===== src/rtl/branch_predictor.sv =====
`default_nettype none
// ============================================================================
// Module      : branch_predictor
// Description : Fetch-side dynamic branch predictor. A direct-mapped BTB with
//               per-entry 2-bit saturating counters predicts taken/target for
//               the fetch PC. The branch in Execute is resolved against the
//               prediction carried down the pipe. A wrong prediction raises
//               mispredict and supplies the redirect PC.
// Ports       :
//   i_clk          clock, all state updates on the rising edge
//   i_rst          synchronous active-low reset
//   pc_F           fetch PC (word aligned)
//   pred_taken_F   prediction: redirect fetch to pred_target_F
//   pred_target_F  predicted target (meaningful only when pred_taken_F=1)
//   valid_E        E-stage slot holds a real instruction
//   is_br_E        E instruction is a branch/jal/jalr
//   br_sel         actual taken outcome in E
//   pc_E           PC of the E instruction
//   target_E       actual target computed in E
//   pred_taken_E   pred_taken_F piped to E
//   pred_target_E  pred_target_F piped to E
//   mispredict     to hazard unit: flush D/E, redirect fetch
//   redirect_pc    correct next PC when mispredict=1
//   br_count       resolved branches since reset (saturating)
//   mispred_count  mispredictions since reset (saturating)
// Revision    : 1.0 - initial release
// ============================================================================
module branch_predictor #(
  parameter int IDX_W = 5,
  parameter int XLEN  = 32,
  parameter int CNT_W = 32
) (
  input  logic             i_clk,
  input  logic             i_rst,
  input  logic [XLEN-1:0]  pc_F,
  output logic             pred_taken_F,
  output logic [XLEN-1:0]  pred_target_F,
  input  logic             valid_E,
  input  logic             is_br_E,
  input  logic             br_sel,
  input  logic [XLEN-1:0]  pc_E,
  input  logic [XLEN-1:0]  target_E,
  input  logic             pred_taken_E,
  input  logic [XLEN-1:0]  pred_target_E,
  output logic             mispredict,
  output logic [XLEN-1:0]  redirect_pc,
  output logic [CNT_W-1:0] br_count,
  output logic [CNT_W-1:0] mispred_count
);

  localparam int ENTRIES = 2 ** IDX_W;
  localparam int TAG_W   = XLEN - IDX_W - 2;

  // --------------------------------------------------------------------------
  // Table storage
  // --------------------------------------------------------------------------
  logic             valid_tbl  [ENTRIES];
  logic [1:0]       ctr_tbl    [ENTRIES];
  logic [TAG_W-1:0] tag_tbl    [ENTRIES];
  logic [XLEN-1:0]  target_tbl [ENTRIES];

  // --------------------------------------------------------------------------
  // Fetch-side lookup
  // --------------------------------------------------------------------------
  logic [IDX_W-1:0] idx_f;
  logic [TAG_W-1:0] tag_f;
  logic             hit_f;

  assign idx_f = pc_F[IDX_W+1:2];
  assign tag_f = pc_F[XLEN-1:IDX_W+2];
  assign hit_f = valid_tbl[idx_f] && (tag_tbl[idx_f] == tag_f);

  // Table reads are of the current registered state, so an update to the
  // same index in this cycle is only visible from the next cycle on.
  assign pred_taken_F  = i_rst && hit_f && ctr_tbl[idx_f][1];
  assign pred_target_F = target_tbl[idx_f];

  // --------------------------------------------------------------------------
  // Execute-side resolve
  // --------------------------------------------------------------------------
  logic [IDX_W-1:0] idx_e;
  logic [TAG_W-1:0] tag_e;
  logic             hit_e;
  logic             res;
  logic [1:0]       ctr_cur;
  logic [1:0]       ctr_next;

  assign idx_e   = pc_E[IDX_W+1:2];
  assign tag_e   = pc_E[XLEN-1:IDX_W+2];
  assign hit_e   = valid_tbl[idx_e] && (tag_tbl[idx_e] == tag_e);
  assign res     = i_rst && valid_E;
  assign ctr_cur = ctr_tbl[idx_e];

  // Saturating 2-bit counter step toward the actual outcome.
  always_comb begin
    ctr_next = ctr_cur;
    if (br_sel) begin
      if (ctr_cur != 2'b11) begin
        ctr_next = ctr_cur + 2'b01;
      end
    end else begin
      if (ctr_cur != 2'b00) begin
        ctr_next = ctr_cur - 2'b01;
      end
    end
  end

  always_comb begin
    mispredict  = 1'b0;
    redirect_pc = '0;
    if (i_rst) begin
      redirect_pc = (is_br_E && br_sel) ? target_E : (pc_E + XLEN'(4));
    end
    if (res) begin
      if (is_br_E) begin
        mispredict = (br_sel != pred_taken_E) ||
                     (br_sel && (pred_target_E != target_E));
      end else begin
        // A non-branch predicted taken means fetch hit an aliased entry.
        mispredict = pred_taken_E;
      end
    end
  end

  // --------------------------------------------------------------------------
  // Table update: valid bits and counters carry reset state
  // --------------------------------------------------------------------------
  always_ff @(posedge i_clk) begin
    if (!i_rst) begin
      for (int i = 0; i < ENTRIES; i++) begin
        valid_tbl[i] <= 1'b0;
        ctr_tbl[i]   <= 2'b01;
      end
    end else if (res) begin
      if (is_br_E) begin
        if (hit_e) begin
          ctr_tbl[idx_e] <= ctr_next;
        end else if (br_sel) begin
          // Allocate (or replace) on a taken miss, starting weakly taken.
          valid_tbl[idx_e] <= 1'b1;
          ctr_tbl[idx_e]   <= 2'b10;
        end
      end else if (pred_taken_E) begin
        valid_tbl[idx_e] <= 1'b0;
      end
    end
  end

  // Tag and target storage needs no reset; valid gates its use.
  // Any taken branch writes both: on a hit the tag is unchanged, on a miss
  // this is the allocation.
  always_ff @(posedge i_clk) begin
    if (res && is_br_E && br_sel) begin
      tag_tbl[idx_e]    <= tag_e;
      target_tbl[idx_e] <= target_E;
    end
  end

  // --------------------------------------------------------------------------
  // Saturating performance counters
  // --------------------------------------------------------------------------
  always_ff @(posedge i_clk) begin
    if (!i_rst) begin
      br_count      <= '0;
      mispred_count <= '0;
    end else begin
      if (res && is_br_E && (br_count != '1)) begin
        br_count <= br_count + CNT_W'(1);
      end
      if (mispredict && (mispred_count != '1)) begin
        mispred_count <= mispred_count + CNT_W'(1);
      end
    end
  end

  // Byte-offset bits of word-aligned PCs carry no information.
  logic unused_pc_bits;
  assign unused_pc_bits = ^{pc_F[1:0], pc_E[1:0]};

endmodule
`default_nettype wire


===== config.mk =====
export PLATFORM = sky130hd
export DESIGN_NAME = branch_predictor
export DESIGN_NICKNAME = d
export VERILOG_FILES = /design/src/rtl/branch_predictor.sv
export SDC_FILE = /design/constraint.sdc
export NUM_CORES = 2
export LEC_CHECK = 0
export BUFFER_PORTS_ARGS = -buffer_cell sky130_fd_sc_hd__clkbuf_2
export CAP_MARGIN = 20
export CORE_MARGIN = 2
export CORE_UTILIZATION = 40
export CTS_BUF_LIST = sky130_fd_sc_hd__clkbuf_4 sky130_fd_sc_hd__clkbuf_8
export DETAILED_ROUTE_END_ITERATION = 8
export SLEW_MARGIN = 20
export SYNTH_ARGS = -nofsm -noshare
export SYNTH_HDL_FRONTEND = slang
export SYNTH_SLANG_ARGS = --single-unit
export TNS_END_PERCENT = 30

===== constraint.sdc =====
create_clock -name i_clk -period 17.4 [get_ports i_clk]
set_clock_uncertainty 0.1 [all_clocks]
set_input_delay 2.61 -clock i_clk [delete_from_list [all_inputs] [get_ports i_clk]]
set_output_delay 2.61 -clock i_clk [all_outputs]
set_load 0.005 [all_outputs]

==> flow_summary_export.csv <==
group,metric,value,unit
floorplanning,rows,169,
worst_setup_path,end_kind,"output pin",
floorplanning,die_w,466,um
sta,rsz0062_at_grt,"no",
synth,yosysUniqueCellTypes,72,
sta,finalMaxSlewViolations,0,
clock_tree,post_cts_buffers,0,
detailed_routing,wire_per_inst,33.8,um
clock_tree,clkSinkCount,1984,
synth,ys_warn_count,0,
layout,fin_nets,5134,
global_route,grt_max_degree,123,
sta,slew_headroom,20.6,%
placed_design,gp_congestion,0.851,
synth,synth_edf_count,1888,
power_and_ir_drop,swShare,22.9,%
min_path,hp-class,"reg2reg",
detailed_routing,viasPerCell,6.20,
synth,synth_top_area_share,66.3,%
global_route,antenna_found_initial,23,
clock_tree,cts_root_buf,"clkbuf_8",
detailed_routing,drt-total-wl,272000,um
floorplanning,die_height,466,um
worst_setup_path,rr_worst_depth,11,
detailed_routing,num_vias,50000,
layout,mostFrequentLayoutCells,"1888 x edfxtp_1, 594 x mux4_2, 434 x mux2i_1, 355 x clkbuf_8, 255 x clkbuf_2",
outcome,run_status,"completed",
synth,synth-seq-area-share,68.5,%
min_path,worstHoldStart,"valid_tbl[26]$_DFF_P_",
synth,synth-main-ff-cell,"edfxtp_1",
power_and_ir_drop,power_switching,2.27,mW
sta,worst_pin_slew,1.19,ns
detailed_routing,drtIter0Drc,6769,
synth,syn_area,0.0855,sq mm
power_and_ir_drop,power_density,103,mW/mm^2
global_route,grt-ovfl-total,0,
clock_tree,htree_levels,5,
detailed_routing,drc,0,
synth,synthCells,4551,
clock_tree,cts_inserted_buffers,343,
synth,synth_fp_nets,4691,
power_and_ir_drop,p_leak,31.6,nW
synth,synth.area.top_cells,"edfxtp_1 66%, mux4_2 16%, mux2i_1 5.1%, dfxtp_1 2.2%, o22ai_1 1.5%",
sta,timing.fmax,0.0869,GHz
layout,layout-drive-gt1-share,30.8,%
synth,synth_seq_cells,1984,
global_route,grt_pass1_wl,379000,um
layout,num-fill-cells,18300,
worst_setup_path,start_kind,"input port",
worst_setup_path,r2r_start,"tag_tbl[23][8]$_DFFE_PP_",
run,cap_viol_max_count,0,
clock_tree,cts_hold_buffers,0,
power_and_ir_drop,power_frac_comb,6.7,%
sta,period_share,66.1,%
clock_tree,post_cts_resized,0,
power_and_ir_drop,internal_power,7.66,mW
clock_tree,clk_latency,1.08,ns
floorplanning,dieArea,0.218,sq mm
clock_tree,tritoncts,"yes",
clock_tree,clk_path_buf_depth,4,
floorplanning,ios,264,
power_and_ir_drop,seq_power_share,52.8,%
worst_setup_path,r2r_slack,13.04,ns
sta,finalWorstPathRequiredPeriod,11.51,ns
placed_design,placed_cell_area,0.0904,sq mm
worst_setup_path,worstPathMaxFanout,57,
worst_setup_path,timing.rr.end,"ctr_tbl[20][1]$_SDFFCE_PN0P_",
worst_setup_path,worstPathRequired,14.69,ns
power_and_ir_drop,ir_drop,84.6,uV
placed_design,dpl.hpwl,145000,um
sta,hold_violations,0,
detailed_routing,drtAntennaViolNets,0,
synth,synth.avg_cell_area,18.8,sq um
placed_design,port_buffers,261,
floorplanning,start_util,40.3,%
layout,layout_commonest_cell,"edfxtp_1",
min_path,worstHoldPathCells,2,
detailed_routing,dr.pass1.iters,8,
synth,synthArstFlopShare,0,%
worst_setup_path,worstSetupPathType,"in2out",
synth,yosys.area.top_type,"edfxtp_1",
worst_setup_path,arrival,8.80,ns
power_and_ir_drop,clockPowerShare,40.4,%
sta,setup_viol,0,
power_and_ir_drop,p_total,9.93,mW
global_route,grt_pass1_vias,49800,
min_path,whs_endpoint,"valid_tbl[26]$_DFF_P_",
floorplanning,core,0.212,sq mm
global_route,grtUsageTotal,24.7,%
layout,area_growth,13.1,%
layout,fin_area,0.0967,sq mm
sta,setup_tns,0,ns
clock_tree,clk_pin_slew,0.06,ns
==> cell families after synthesis <==
| family | count (synthesis) | share of synthesized area [%] |
|---|---|---|
| mux | 1061 | 21.2 |
| xor+xnor | 136 | 1.39 |
| compound gates | 406 | 3.13 |
| fa+ha+maj | 8 | 0.111 |
| buf+inv | 332 | 1.73 |
| flops | 1984 | 68.5 |
| simple gates | 624 | 3.93 |
==> routing by layer <==
| layer | GRT usage, % | part of all wire (%) | vias to the layer above |
|---|---|---|---|
| met5 | 0 | 0.043 | - |
| li1 | - | - | 20000 |
| met3 | 5.02 | 9.6 | 512 |
| met1 | 34.3 | 40 | 26500 |
| met4 | 9.67 | 3.8 | 18 |
| met2 | 38.5 | 47 | 2967 |
==> worst max-delay path, cell delays in order <==
cell and delay, ns:
buf_8 0.50, buf_4 0.60, buf_4 0.87, mux4_2 0.61, mux4_2 0.50, mux2i_1 0.36, xnor2_1 0.17, nor4_1 0.69
nand4_1 0.55, a2111oi_1 1.00, clkbuf_2 0.24
==> power groups by stage <==
stage / registers, mW / clock network (mW) / logic (mW)
floorplan: 5.34 / 0 / 0.387
global placement: 5.34 / 0 / 0.664
detailed placement: 5.35 / 0 / 0.668
CTS: 5.25 / 4.08 / 0.670
global route: 5.24 / 4.29 / 0.701
finish: 5.25 / 4.02 / 0.670
==> synth_stat cells (4+ instances only) <==
master     count
buf_2         81
o21ai_0       29
nor3_1        31
nand4_1       65
or3_1         13
a31o_1        11
a211oi_1      26
nand2b_1      14
mux4_2       594
and3_1        32
or4_1          7
nand2_1      130
xnor2_1       71
nand3_1       51
a22oi_1       31
buf_4         15
nand4bb_1      6
mux2i_1      434
buf_1         64
a311oi_1       7
nor3b_1        9
edfxtp_1    1888
a21o_1         6
and4_1        16
o21ai_1       13
nor2_1       142
buf_6         10
a31oi_1       20
ha_1           6
o22ai_1      204
o211ai_1       7
a32oi_1        7
and2_1        10
nor3_2         4
xor2_1        65
dfxtp_1       96
clkbuf_1     144
or4b_1         4
mux2_2        33
a21oi_1       29
nor4_1        63
nor4b_2        6
a2111oi_2      4
inv_1         16
==> worst max-delay path by stage <==
| stage | startpoint | endpoint | slack [ns] |
|---|---|---|---|
| after floorplan | pc_F[2] | pred_target_F[0] | 8.96 |
| after global placement | pc_F[2] | pred_taken_F | 5.68 |
| after detailed placement | pc_F[2] | pred_taken_F | 5.59 |
| after CTS | pc_F[2] | pred_taken_F | 5.57 |
| after global routing | pc_F[2] | pred_taken_F | 5.79 |
| final | pc_F[2] | pred_taken_F | 5.89 |
==> registers in the layout (all words and copies together), names as in the netlist <==
register / cells
valid_tbl: 32
target_tbl: 1024
br_count: 32
tag_tbl: 800
mispred_count: 32
ctr_tbl: 64
==> metrics by stage <==
stage	worst slack [ns]	utilization, %	hold slack (ns)	instances
floorplan	8.96	-	0.344	4551
global placement	5.68	42.6	0.360	7470
detailed placement	5.59	42.6	0.365	7470
CTS	5.57	45.6	0.373	8049
global route	5.79	45.6	0.400	8055
finish	5.89	45.6	0.381	8059
==> layout make-up <==
cell class	instances	area [sq um]	share of cell area [%]
multi-input combinational	2235	25700	26.6
tap	2821	3530	3.65
inverter	18	70.1	0.0724
timing repair buffer	412	2520	2.60
clock buffer	471	5750	5.94
sequential	1984	58600	60.6
clock inverter	108	533	0.551
antenna	10	25.0	0.0259
No activity file was read; power rests on OpenSTA's default activity.
